<file path="src/rtl/lcd_display_sequencer.sv">
// lcd_display_sequencer: runs the HD44780-style init sequence, then keeps
// refreshing a NUM_LINES x CHARS_PER_LINE character buffer to the panel,
// one 10-bit {RS,RW,D7..D0} command at a time over a valid/done handshake.
// Optional build macro LCD_SEQ_DIRTY_REFRESH_EN: refresh passes after the
// first one only run when the buffer was written since the previous pass.
module lcd_display_sequencer #(
  parameter int unsigned NUM_LINES         = 2,
  parameter int unsigned CHARS_PER_LINE    = 16,
  parameter int unsigned CLEAR_WAIT_CYCLES = 82000,
  parameter int unsigned REFRESH_CYCLES    = 65000000,
  parameter logic [7:0]  LINE_OFFSET       = 8'h40,
  localparam int unsigned BUF_DEPTH        = NUM_LINES * CHARS_PER_LINE,
  localparam int unsigned BA_W             = (BUF_DEPTH > 1) ? $clog2(BUF_DEPTH) : 1
) (
  input  logic            clk,
  input  logic            reset,
  input  logic            enable,
  input  logic            cmd_done,
  input  logic            buf_we,
  input  logic [BA_W-1:0] buf_addr,
  input  logic [7:0]      buf_wdata,
  output logic            cmd_valid,
  output logic [9:0]      cmd_db,
  output logic            init_done,
  output logic            busy
);

  localparam int unsigned LINE_W   = (NUM_LINES > 1) ? $clog2(NUM_LINES) : 1;
  localparam int unsigned COL_W    = (CHARS_PER_LINE > 1) ? $clog2(CHARS_PER_LINE) : 1;
  localparam int unsigned MAX_WAIT = (CLEAR_WAIT_CYCLES > REFRESH_CYCLES) ?
                                     CLEAR_WAIT_CYCLES : REFRESH_CYCLES;
  localparam int unsigned CNT_W    = $clog2(MAX_WAIT + 1);

  localparam logic [LINE_W-1:0] LAST_LINE    = LINE_W'(NUM_LINES - 1);
  localparam logic [COL_W-1:0]  LAST_COL     = COL_W'(CHARS_PER_LINE - 1);
  localparam logic [CNT_W-1:0]  CLEAR_LAST   = CNT_W'(CLEAR_WAIT_CYCLES - 1);
  localparam logic [CNT_W-1:0]  REFRESH_LAST = CNT_W'(REFRESH_CYCLES - 1);

  localparam logic [9:0] CMD_FUNC_SET   = 10'h038;
  localparam logic [9:0] CMD_ENTRY_MODE = 10'h006;
  localparam logic [9:0] CMD_DISP_ON    = 10'h00C;
  localparam logic [9:0] CMD_CLEAR      = 10'h001;

  typedef enum logic [3:0] {
    IDLE,
    FUNC_SET,
    ENTRY_MODE,
    DISP_ON,
    CLEAR,
    WAIT_CLEAR,
    SET_ADDR,
    WRITE_CHAR,
    WAIT_REFRESH
  } state_t;

  state_t            state, state_nxt;
  logic [LINE_W-1:0] line, line_nxt;
  logic [COL_W-1:0]  col, col_nxt;
  logic [CNT_W-1:0]  wait_cnt, wait_cnt_nxt;
  logic              cmd_valid_nxt;
  logic [9:0]        cmd_db_nxt;
  logic              init_done_nxt;
  logic              busy_nxt;
  logic              done_ok;
  logic              start_pass;
  logic              load_addr;
  logic              load_char;
  logic [BA_W-1:0]   rd_idx;
  logic              wr_ok;
  logic [7:0]        buf_mem [BUF_DEPTH];

  // DDRAM start address of a display line (odd lines live at LINE_OFFSET)
  function automatic logic [6:0] line_base(input logic [LINE_W-1:0] l);
    logic [31:0] base;
    base = (l[0] ? 32'(LINE_OFFSET) : 32'd0) + 32'(l >> 1) * CHARS_PER_LINE;
    return base[6:0];
  endfunction

  // A cmd_done arriving alongside its own cmd_valid is not a completion
  assign done_ok = cmd_done && !cmd_valid;
  assign wr_ok   = buf_we && (32'(buf_addr) < BUF_DEPTH);

  // Host write port into the character buffer; out-of-range indices dropped
  always_ff @(posedge clk or posedge reset) begin
    if (reset) begin
      for (int unsigned i = 0; i < BUF_DEPTH; i++) buf_mem[i] <= 8'h20;
    end else if (wr_ok) begin
      buf_mem[buf_addr] <= buf_wdata;
    end
  end

`ifdef LCD_SEQ_DIRTY_REFRESH_EN
  logic dirty;

  // Tracks buffer writes since the last pass started; a write wins over clear
  always_ff @(posedge clk or posedge reset) begin
    if (reset) begin
      dirty <= 1'b0;
    end else if (wr_ok) begin
      dirty <= 1'b1;
    end else if (start_pass) begin
      dirty <= 1'b0;
    end
  end
`endif

  // State, position counters and registered outputs
  always_ff @(posedge clk or posedge reset) begin
    if (reset) begin
      state     <= IDLE;
      line      <= '0;
      col       <= '0;
      wait_cnt  <= '0;
      cmd_valid <= 1'b0;
      cmd_db    <= '0;
      init_done <= 1'b0;
      busy      <= 1'b0;
    end else begin
      state     <= state_nxt;
      line      <= line_nxt;
      col       <= col_nxt;
      wait_cnt  <= wait_cnt_nxt;
      cmd_valid <= cmd_valid_nxt;
      cmd_db    <= cmd_db_nxt;
      init_done <= init_done_nxt;
      busy      <= busy_nxt;
    end
  end

  // Next-state, next command word and counter updates
  always_comb begin
    state_nxt     = state;
    line_nxt      = line;
    col_nxt       = col;
    wait_cnt_nxt  = '0;
    cmd_valid_nxt = 1'b0;
    cmd_db_nxt    = cmd_db;
    init_done_nxt = init_done;
    start_pass    = 1'b0;
    load_addr     = 1'b0;
    load_char     = 1'b0;

    case (state)
      IDLE: begin
        if (enable) begin
          state_nxt     = FUNC_SET;
          cmd_valid_nxt = 1'b1;
          cmd_db_nxt    = CMD_FUNC_SET;
        end
      end
      FUNC_SET: begin
        if (done_ok) begin
          state_nxt     = ENTRY_MODE;
          cmd_valid_nxt = 1'b1;
          cmd_db_nxt    = CMD_ENTRY_MODE;
        end
      end
      ENTRY_MODE: begin
        if (done_ok) begin
          state_nxt     = DISP_ON;
          cmd_valid_nxt = 1'b1;
          cmd_db_nxt    = CMD_DISP_ON;
        end
      end
      DISP_ON: begin
        if (done_ok) begin
          state_nxt     = CLEAR;
          cmd_valid_nxt = 1'b1;
          cmd_db_nxt    = CMD_CLEAR;
        end
      end
      CLEAR: begin
        if (done_ok) state_nxt = WAIT_CLEAR;
      end
      WAIT_CLEAR: begin
        if (wait_cnt == CLEAR_LAST) begin
          start_pass    = 1'b1;
          init_done_nxt = 1'b1;
        end else begin
          wait_cnt_nxt = wait_cnt + CNT_W'(1);
        end
      end
      SET_ADDR: begin
        if (done_ok) begin
          state_nxt = WRITE_CHAR;
          col_nxt   = '0;
          load_char = 1'b1;
        end
      end
      WRITE_CHAR: begin
        if (done_ok) begin
          if (col < LAST_COL) begin
            col_nxt   = col + COL_W'(1);
            load_char = 1'b1;
          end else if (line < LAST_LINE) begin
            col_nxt   = '0;
            line_nxt  = line + LINE_W'(1);
            state_nxt = SET_ADDR;
            load_addr = 1'b1;
          end else begin
            state_nxt = WAIT_REFRESH;
          end
        end
      end
      WAIT_REFRESH: begin
        if (wait_cnt == REFRESH_LAST) begin
`ifdef LCD_SEQ_DIRTY_REFRESH_EN
          // Clean buffer: counter falls back to 0 and the wait restarts
          start_pass = dirty;
`else
          start_pass = 1'b1;
`endif
        end else begin
          wait_cnt_nxt = wait_cnt + CNT_W'(1);
        end
      end
      default: state_nxt = IDLE;
    endcase

    if (start_pass) begin
      state_nxt = SET_ADDR;
      line_nxt  = '0;
      col_nxt   = '0;
      load_addr = 1'b1;
    end

    if (load_addr) begin
      cmd_valid_nxt = 1'b1;
      cmd_db_nxt    = {3'b001, line_base(line_nxt)};
    end

    rd_idx = BA_W'(32'(line_nxt) * CHARS_PER_LINE + 32'(col_nxt));
    if (load_char) begin
      cmd_valid_nxt = 1'b1;
      cmd_db_nxt    = {2'b10, buf_mem[rd_idx]};
    end

    busy_nxt = (state_nxt != IDLE) && (state_nxt != WAIT_CLEAR) &&
               (state_nxt != WAIT_REFRESH);
  end

endmodule

</file>
<file path="config.mk">
export PLATFORM = sky130hd
export DESIGN_NAME = lcd_display_sequencer
export DESIGN_NICKNAME = d
export VERILOG_FILES = /design/src/rtl/lcd_display_sequencer.sv
export SDC_FILE = /design/constraint.sdc
export NUM_CORES = 1
export LEC_CHECK = 0
export ABC_AREA = 1
export BUFFER_PORTS_ARGS = -buffer_cell sky130_fd_sc_hd__buf_2
export CAP_MARGIN = 15
export CORE_MARGIN = 2
export CORE_UTILIZATION = 65
export DETAILED_ROUTE_END_ITERATION = 10
export PLACE_DENSITY = 0.86
export SLEW_MARGIN = 10
export SYNTH_ARGS = -nofsm -noshare
export SYNTH_HDL_FRONTEND = slang
export SYNTH_SLANG_ARGS = --single-unit
</file>
<file path="constraint.sdc">
create_clock -name clk -period 15.2 [get_ports clk]
set_input_delay 0.76 -clock clk [delete_from_list [all_inputs] [get_ports clk]]
set_output_delay 0.76 -clock clk [all_outputs]
set_load 0.005 [all_outputs]
</file>
Yosys cells after proc, flatten, opt, wreduce, memory -nomap -nowiden --
Cells that the tools add are included.
Cells by class: mux-type cells 55, reductions and logical operators 12, $lt $le $gt $ge 5, equal/unequal tests 16, bitwise operators 2, div/mod/pow operators 0, shifts and indexed selects 0, multiply operators 0, $add $sub $neg 4
Operator list (number):
- $bwmux W256 | 1
- $mux W10 | 6
- $mux W4 | 15
- $mux W26 | 2
- $pmux W26 S2 | 1
- $bmux W8 S5 | 1
- $demux W8 S5 | 1
- $pmux W10 S4 | 1
- $pmux W4 S8 | 1
- $add A26 B1 Y26 const B | 1
- $eq A26 B17 Y1 const B | 1
- $eq A26 B26 Y1 const B | 1
- $mux W8 | 3
- $ne A4 B4 Y1 const B | 5
- $mux W1 | 18
- $eq A4 B3 Y1 const B | 4
- $ge A6 B6 Y1 const B | 2
- $not A5 Y6 | 2
- $eq A4 B2 Y1 const B | 2
- $pmux W4 S2 | 1
- $mux W7 | 1
- $lt A6 B1 Y1 const B | 1
- $pmux W1 S2 | 3
- $reduce_bool A6 Y1 | 1
- other kinds (16) | 19
Word-level totals: bits in writable memories 0, output and inout port bits 13, bits in read-only memories 0, memories kept 0, logic and storage cells 134, latch bits 0, bits of input ports 18, flip-flop bits (word level) 304

Longest topological paths before layout --
Gate-level depths: netlist (run 1).
word-level depth 12, gate-level depth with buffers 18, mapped depth without buffers 16

Worst setup path after synthesis (run 1) --
Ideal clock, no wire load.
kind input to register, from input port cmd_done, to register cmd_db[7], path buffers 2, setup slack 12746 ps, data required time 15073 ps, arrival time 2327 ps, library setup time 127 ps, stages on the path 15, path through inv_1 > nor2_2 > nand2_1 > nor2_1 > nor2_1 > a21oi_2 > nand3_2 > buf_2 > buf_2 > o211ai_1 > nand3_1 > nand3_1 > nand3_1 > nand3_1 > nand3_1
Between the ends: longest elaborated chain between the ends 10, elaborated cells between the ends (all ways) 27, classes of those cells 1 x add/sub; 4 x eq/ne; 18 x mux; 1 x bitwise; 3 x reduce/logical
Ends and longest elaborated chain:
- from (decl) | RTL line 18 | input logic cmd_done,
- $logic_and A1 B1 Y1 * | RTL line 80 | assign done_ok = cmd_done && !cmd_valid;
- $mux W4 (tied with other cells) | RTL line 191 | if (done_ok) begin
- $pmux W4 S2 or $mux W1 (tied branches) | RTL line 143 | case (state)
- $mux W4 or $mux W1 (tied branches) | RTL line 220 | if (start_pass) begin
- $add A5 B4 Y5 | RTL line 232 | rd_idx = BA_W'(32'(line_nxt) * CHARS_PER_LINE + 32'(col_nxt));
- $not A5 Y6 (not written as such) | RTL line 235 | cmd_db_nxt = {2'b10, buf_mem[rd_idx]};
- $bmux W8 S5 | RTL line 235
- $mux W8 (not written as such) (2 in series) | RTL line 235
- $mux W10 | RTL line 233 | if (load_char) begin
- to (signal assigned) | RTL line 124 | cmd_db <= cmd_db_nxt;
- to (decl) | RTL line 23 | output logic [9:0] cmd_db,
Every way passes the cells marked *; elsewhere a longest branch is shown, timed or not. The select of a mux whose other input is x is not followed. A chain may end at the register's enable or synchronous reset.

Final worst setup path (run 1) --
from register state[3], to register cmd_db[0]
Between the ends: longest elaborated chain between the ends 9, elaborated cells between the ends (all ways) 30, classes of those cells 1 x add/sub; 11 x eq/ne; 14 x mux; 1 x bitwise; 3 x reduce/logical
Ends and longest elaborated chain:
- from (decl) | RTL line 56 | state_t state, state_nxt;
- from (signal assigned) | RTL line 119 | state <= state_nxt;
- $eq A4 B3 Y1 or $eq A4 B4 Y1 (tied branches) | RTL line 143
- $pmux W4 S2 (tied with other cells) | RTL line 143
- $mux W4 or $mux W1 (tied branches) | RTL line 220
- $add A5 B4 Y5 | RTL line 232
- $not A5 Y6 (not written as such) | RTL line 235
- $bmux W8 S5 | RTL line 235
- $mux W8 (not written as such) (2 in series) | RTL line 235
- $mux W10 | RTL line 233
Several ways; a longest one is shown, not always the timed one. The select of a mux whose other input is x is not followed.

==> parameters.txt, run 1 <==
Parameter                              Value

Clock tree
  Count of H-tree levels built during CTS ... 1
  Root buffer cell ... sky130_fd_sc_hd__clkbuf_16
  Number of buffers on the longest clock path ... 3
  Insertion delay of the later-clocked pin in the worst-skew pair ... 0.58 ns
  Post-cts repair resize count ... 0
  Post-CTS Setup Bufs ... 0
  Clk sinks ... between 300 and 400
  Hold buffers post-CTS ... 0
  Number of buffers created by CTS ... 31
  CTS tree ... done
  Clock transition at the register clock pins on the worst setup and hold paths after CTS ... 0.06 ns

Timing
  Fmax ... 207 MHz
  Max-slew violation count ... 0
  Final period util ... 0.318
  Final Hold Vio Count ... 0
  Final critical delay including setup and external delays ... a little under 5 ns
  Worst slew margin relative to its limit ... 0.182
  Fin worst setup slack ... between 10 and 15 ns
  Post-Route Skew ... between 0.01 and 0.015 ns
  Aggregate negative setup slack ... 0 ns
  RSZ-0062 raised after global routing ... no
  Slew at the pin closest to its max-slew limit ... 1.23 ns
  Number of failing setup endpoints in the final timing report ... 0

Floorplanning
  Ports ... 31
  Starting density of the core ... 0.664
  CORE AREA ... between 20000 and 25000 um^2
  Die Span X ... 156 um
  Die H ... 156 um
  Std cell rows ... 55
  Area enclosed by the die boundary ... 24400 um^2

Cells and area
  Share of cells above drive strength 1 ... 0.0762
  Antenna Diode Count ... 0
  Number of nets at the end of the flow ... 1977
  Number of standard cells in the layout, taps in and fillers out ... 2266
  Synth-to-layout area growth ... 7.66%

Global routing
  Via count of the first global-routing pass ... approximately 13k
  Global-route met2 utilization ... 0.524
  Number of antenna violations at the first check in global routing ... 0
  Wire length of the first global-routing pass ... 65200 um
  Met1 GRT Util ... 0.467
  Total congestion overflow after global routing ... 0
  Global routing met3 resource utilization ... 0.0629
  Maximum number of pins on one net before global-route repair ... roughly 210
  Overall Global Routing Usage ... 0.335
  Busiest metal layer after global routing ... met2

Power and ir drop
  Peak ir drop on the vdd network ... about 0.12 mV
  Final Total Pwr ... ~0.0029 W
  Leakage power ... 7.79 nW
  Power Dens Cells ... 178 nW/um^2

Detailed routing
  Via count normalized by instance count ... 5.97
  Drc violations ... 0
  Vias after detailed routing ... 13.5k
  Initial detailed-routing violation count ... between 1.5k and 2k
  Overall routed net length ... ~40000 um
  Number of antenna-violating nets in the routed design ... 0
  DR pass1 iterations ... 6
  Routed wire per std cell ... 17.7 um

Place
  Port Buf Inserts ... 29
  DP HPWL ... about 25000 um
  Routability congestion estimate from global placement ... 0.939
  Placed Cells incl. Taps ... approximately 2.2k
  Worst slack, placed ... about 10 ns

Setup path
  Biggest fanout along the worst timing path ... around 120
  Crit end category ... register
  Buffers & Inverters on Critical Path ... 2
  Kind of cell with the highest combined delay on the critical path ... simple AND/OR/NAND/NOR gates
  Type of origin of the critical path ... register
  Data arrival time of the worst path ... approximately 5.3 ns
  Max stage delay on crit path ... between 0.9 and 1 ns
  Worst EP required ... between 15 and 20 ns
  Dominant cell type by count on the critical path ... sky130_fd_sc_hd__nand3_1
  CP cell instances ... inv_2, nand2_1, nor3_1, nand3_2, nand3_4, buf_4, nand2_1, nand3_1, nand3_1, nand3_1, nand3_1, nand3_1, a21oi_1
  Worst Path Class, Setup ... register to register
  Slowest CP cell ... sky130_fd_sc_hd__buf_4

Logic synthesis
  Part of the Yosys area used for sequential elements ... 0.505
  Area of the mapped netlist ... ~15000 um^2
  Count of different cell masters after synthesis ... 34
  Total of warnings raised by yosys ... 0
  Post-synthesis area per instance ... 7.56 um^2
  Instance count of the mapped netlist ... 1995
  Nets in the synthesized netlist ... 2015
  Total of flip-flops plus latches after synthesis ... 303

Flow run
  Maximum capacitance violations ... 0

Run status
  Outcome ... finished, final reports clean

Worst hold path
  Worst min path class ... input port to asynchronous set/reset pin
[registers in the layout, summed over array words and instances, names as in the netlist]
| name | flops |
|---|---|
| buf_mem | 256 |
| wait_cnt | 26 |
| cmd_db | 9 |
| col | 4 |
| state | 4 |
| busy | 1 |
| cmd_valid | 1 |
| init_done | 1 |
| line | 1 |
[per-layer routing]
metal,wire [um],share of wire
met3,4090,0.10
met2,18400,0.46
met4,1650,0.041
met5,0,0
met1,15900,0.40
[layout by cell type (no fill, tap or decap), drive strengths merged]
cell,netlist,routed
o31ai,1,1
nor2,74,74
buf,36,42
o21ai,278,278
xor2,10,10
nor4,8,8
a31oi,1,1
o211ai,24,24
a211oi,1,1
nor3b,2,2
clkbuf,77,48
conb,1,1
a21oi,26,26
clkinv,2,10
nand2,597,597
clkinvlp,0,1
ha,2,2
a31o,1,1
nor3,27,27
nand4,38,38
bufinv,0,1
dfstp,32,32
a22oi,1,1
inv,267,266
dfrtp,271,271
nand3,218,218
[kinds of logic after synthesis]
| group | after synthesis | synth area share |
|---|---|---|
| XOR/XNOR | 10 | 0.00581 |
| buffers and inverters | 382 | 0.0998 |
| other | 1 | 0.000249 |
| adder cells (fa/ha/maj) | 2 | 0.00166 |
| flip-flops | 303 | 0.505 |
| AO/OA/AOI/OAI | 333 | 0.116 |
| AND/OR/NAND/NOR | 964 | 0.272 |
[worst paths after layout]
check                      slack (ns)             startpoint                       end  depth (start not counted)
max                             10.37     state[3]$_DFF_PP0_     cmd_db[0]$_DFFE_PP0P_                         13
min                              0.28                  reset     init_done$_DFFE_PP0P_                          2
max in group asynchronous       13.34                  reset  buf_mem[156]$_DFFE_PP0P_                          3
max reg2reg                     10.37     state[3]$_DFF_PP0_     cmd_db[0]$_DFFE_PP0P_                         13
min in group clk                 0.44           buf_wdata[5]  buf_mem[133]$_DFFE_PP1P_                          3
min reg2reg                      0.46  init_done$_DFFE_PP0P_     init_done$_DFFE_PP0P_                          2
[per-stage QoR]
stage | area (um^2) | hold WS (ns) | utilization
3_5_place_dp | 15200 | 0.450 | 0.671
3_3_place_gp | 15200 | 0.449 | 0.670
2_1_floorplan | 15100 | 0.433 | -
4_1_cts | 16200 | 0.327 | 0.714
6_report | 16200 | 0.276 | 0.715
5_1_grt | 16200 | 0.349 | 0.715
[area by class of cell]
type / count / area (um^2)
well taps: 285 / 357
multi-input cells: 1310 / 5990
clock buffers: 48 / 900
flip-flops and latches: 303 / 7620
inverters: 269 / 1020
fillers: 1789 / 6470
clock inverters: 9 / 80.1
repair buffers: 42 / 273
[cell usage after synthesis, drive strengths merged]
library cell	n	area, um^2
nand3	218	1110
dfstp	32	841
clkinv	2	7.51
o21ai	278	1390
o31ai	1	7.51
nand2	597	2250
clkbuf	77	289
conb	1	3.75
a211oi	1	7.51
o211ai	24	180
a31oi	1	6.26
nand4	38	238
a21oi	26	134
ha	2	25.0
nor2	74	290
xor2	10	87.6
a31o	1	8.76
a22oi	1	7.51
dfrtp	271	6780
inv	267	1000
nor3	27	135
nor4	8	62.6
nor3b	2	15.0
buf	36	206
[where the power goes]
part | leakage [nW] | internal (W) | switching (W)
combinational | 3.47 | 0.000333 | 0.000756
clock | 0.481 | 0.000422 | 0.000315
sequential | 3.84 | 0.000972 | 0.0000922
total | 7.79 | 0.00173 | 0.00116
(Power assumes the default switching activity.)
==> run 2, diff against run 1 <==
Settings changed: CORE_UTILIZATION 65 to 57, PLACE_DENSITY 0.86 to 0.8.
Clock period 15.2 ns to 4.1 ns, I/O delays scaled along.
==> run 2 against run 1 <==
  * Via count decreased by 1.2%
  * Setup slack got worse by 9.9 ns
  * Register-to-register slack got worse by 9.9 ns
  * First-iteration DRC count decreased by 15%
  * Sequential share of layout area decreased by 0.97 points
  * Non-clock buffer count increased by 14
  * Clock power increased to 4.1 times the previous value
  * Largest power group unchanged
==> parameters.txt, run 2 (synthesis results as in run 1) <==
Parameter                              Value

Floorplanning
  Starting density of the core ... 0.580
  CORE AREA ... roughly 26000 um^2
  Std cell rows ... between 50 and 60
  Die Span X ... 167 um
  Ports ... 31
  Area enclosed by the die boundary ... 27800 um^2
  Die H ... approximately 170 um

Clock tree
  Number of buffers created by CTS ... 34
  CTS tree ... done
  Number of buffers on the longest clock path ... 3
  Count of H-tree levels built during CTS ... 2
  Clk sinks ... 303
  Clock transition at the register clock pins on the worst setup and hold paths after CTS ... 0.06 ns
  Root buffer cell ... sky130_fd_sc_hd__clkbuf_16
  Insertion delay of the later-clocked pin in the worst-skew pair ... 0.51 ns

Place
  Port Buf Inserts ... 29
  Cell area reported after detailed placement ... 15400 um^2
  Placed Cells incl. Taps ... 2263
  Routability congestion estimate from global placement ... between 0.9 and 1
  DP HPWL ... 24900 um

Setup path
  CP cell instances ... ha_1, nand3_1, nand2_1, nor2_1, nor2_1, a21oi_2, nand3_4, inv_2, nand2_1, nand3_1, nand3_1, nand3_1, nand3_1, nand3_1, a21oi_1
  Biggest fanout along the worst timing path ... 59
  Dominant cell type by count on the critical path ... sky130_fd_sc_hd__nand3_1
  Data arrival time of the worst path ... 4.00 ns
  Slowest CP cell ... sky130_fd_sc_hd__inv_2
  Reg-to-reg critical path startpoint ... col[0]$_DFF_PP0_
  Worst EP required ... 4.50 ns
  Buffers & Inverters on Critical Path ... 1
  Number of cells on the worst reg-to-reg path ... 15
  Type of origin of the critical path ... register
  R2r setup slk ... 0.50 ns
  Worst Path Class, Setup ... register to register
  Reg2Reg Capture Point ... cmd_db[5]$_DFFE_PP0P_
  Crit end category ... register
  Kind of cell with the highest combined delay on the critical path ... simple AND/OR/NAND/NOR gates
  Max stage delay on crit path ... 0.96 ns

Timing
  Final critical delay including setup and external delays ... 3.60 ns
  Fmax ... 278 MHz
  Final period util ... 0.878
  Number of failing setup endpoints in the final timing report ... 0
  Slew at the pin closest to its max-slew limit ... between 1 and 1.5 ns
  Max-slew violation count ... 0
  Worst slew margin relative to its limit ... 0.222
  RSZ-0062 raised after global routing ... no
  Final Hold Vio Count ... 0
  Post-Route Skew ... 0.0223 ns

Global routing
  Global routing met3 resource utilization ... 0.0537
  Global-route met2 utilization ... 0.466
  Maximum number of pins on one net before global-route repair ... approximately 140
  Busiest metal layer after global routing ... met2
  Via count of the first global-routing pass ... 12.7k
  Met1 GRT Util ... 0.397
  Overall Global Routing Usage ... 0.290
  Number of antenna violations at the first check in global routing ... 0
  Total congestion overflow after global routing ... 0
  Wire length of the first global-routing pass ... between 60000 and 70000 um

Cells and area
  Filler instances ... roughly 2.2k
  Number of standard cells in the layout, taps in and fillers out ... 2334
  Final instance area ... 16600 um^2
  Post-layout utilization of the core ... 0.638
  Registers with the highest flip-flop counts ... buf_mem x256, wait_cnt x26, cmd_db x9
  Synth-to-layout area growth ... 9.93%
  Most common cell after layout, fill and taps aside ... sky130_fd_sc_hd__nand2_1
  Antenna Diode Count ... 0
  Register containing the most flip-flops in the final layout ... buf_mem
  Top library cells by usage in the layout, fill and taps aside ... sky130_fd_sc_hd__nand2_1, sky130_fd_sc_hd__o21ai_0, sky130_fd_sc_hd__dfrtp_1, sky130_fd_sc_hd__inv_1, sky130_fd_sc_hd__nand3_1
  Share of cells above drive strength 1 ... 0.0805
  Number of nets at the end of the flow ... 1994
  Largest register FFs ... 256

Detailed routing
  Overall routed net length ... 40100 um
  Number of antenna-violating nets in the routed design ... 0
  Routed wire per std cell ... 17.2 um
  Vias after detailed routing ... about 13k
  Via count normalized by instance count ... roughly 5.7
  Initial detailed-routing violation count ... between 1.5k and 2k
  Drc violations ... 0
  DR pass1 iterations ... 6

Flow run
  Maximum capacitance violations ... 0

Run status
  Outcome ... finished, final reports clean

Power and ir drop
  Power Dens Cells ... 663 nW/um^2
  Peak ir drop on the vdd network ... around 0.65 mV
  Leakage power ... ~7.9 nW

Worst hold path
  Worst min path class ... input port to register
  Capture endpoint of the worst hold path ... busy$_DFF_PP0_
  Cell depth of the worst hold path ... 5
  Hold path start ... enable
## run 2: power breakdown
group / leakage, nW / internal, W / switching [W]
clock: 0.543 / 0.00180 / 0.00121
sequential: 3.84 / 0.00360 / 0.000333
combinational: 3.53 / 0.00125 / 0.00280
## run 2: worst max-delay path by stage
| stage | to | cells after the start | from | slack [ns] |
|---|---|---|---|---|
| final | cmd_db[5]$_DFFE_PP0P_ | 15 | col[0]$_DFF_PP0_ | 0.50 |
| after global placement | cmd_db[5]$_DFFE_PP0P_ | 15 | col[0]$_DFF_PP0_ | 0.68 |
| after detailed placement | cmd_db[5]$_DFFE_PP0P_ | 15 | col[0]$_DFF_PP0_ | 0.63 |
| after CTS | cmd_db[5]$_DFFE_PP0P_ | 15 | col[0]$_DFF_PP0_ | 0.61 |
| after global routing | cmd_db[5]$_DFFE_PP0P_ | 15 | col[0]$_DFF_PP0_ | 0.19 |
| after floorplan | buf_mem[0]$_DFFE_PP0P_ | 1 | reset | -0.11 |
## run 2: worst register-to-register path, delay by kind of cell, from the launching register on
kind,cells,cell delay (ns)
AND/OR/NAND/NOR,11,1.59
buffers and inverters,1,0.97
flip-flops,1,0.42
AO/OA/AOI/OAI,2,0.26
adder cells (fa/ha/maj),1,0.25
## run 2: final cells by class
type	count	area, um^2	area share
clock buffer	55	1040	0.0628
clock inverter	6	58.8	0.00355
inverter	269	1010	0.0611
multi-input combinational	1310	5970	0.360
sequential	303	7620	0.460
tap	335	419	0.0253
timing repair buffer	56	450	0.0272
## run 2: per-stage QoR
stage | TNS, ns | hold WS [ns] | power, W | setup WS, ns
after floorplan | -29.24 | 0.321 | 0.00681 | -0.108
after global placement | 0 | 0.407 | 0.00780 | 0.682
after detailed placement | 0 | 0.412 | 0.00792 | 0.633
after CTS | 0 | 0.199 | 0.0109 | 0.613
after global routing | 0 | 0.267 | 0.0117 | 0.190
final | 0 | 0.217 | 0.0110 | 0.500
## run 2: what timing repair did
item	4_1_cts	5_1_grt
hold endpoints to repair	40	0
resized for setup	0	0
hold buffers	7	0
setup buffers	0	0
## run 2: layer usage
layer	routed length (um)	share of wire	vias to the layer above
met3	3230	0.080	87
met2	18700	0.47	563
met4	1230	0.031	0
li1	-	-	6330
met5	0	0	-
met1	16900	0.42	6390
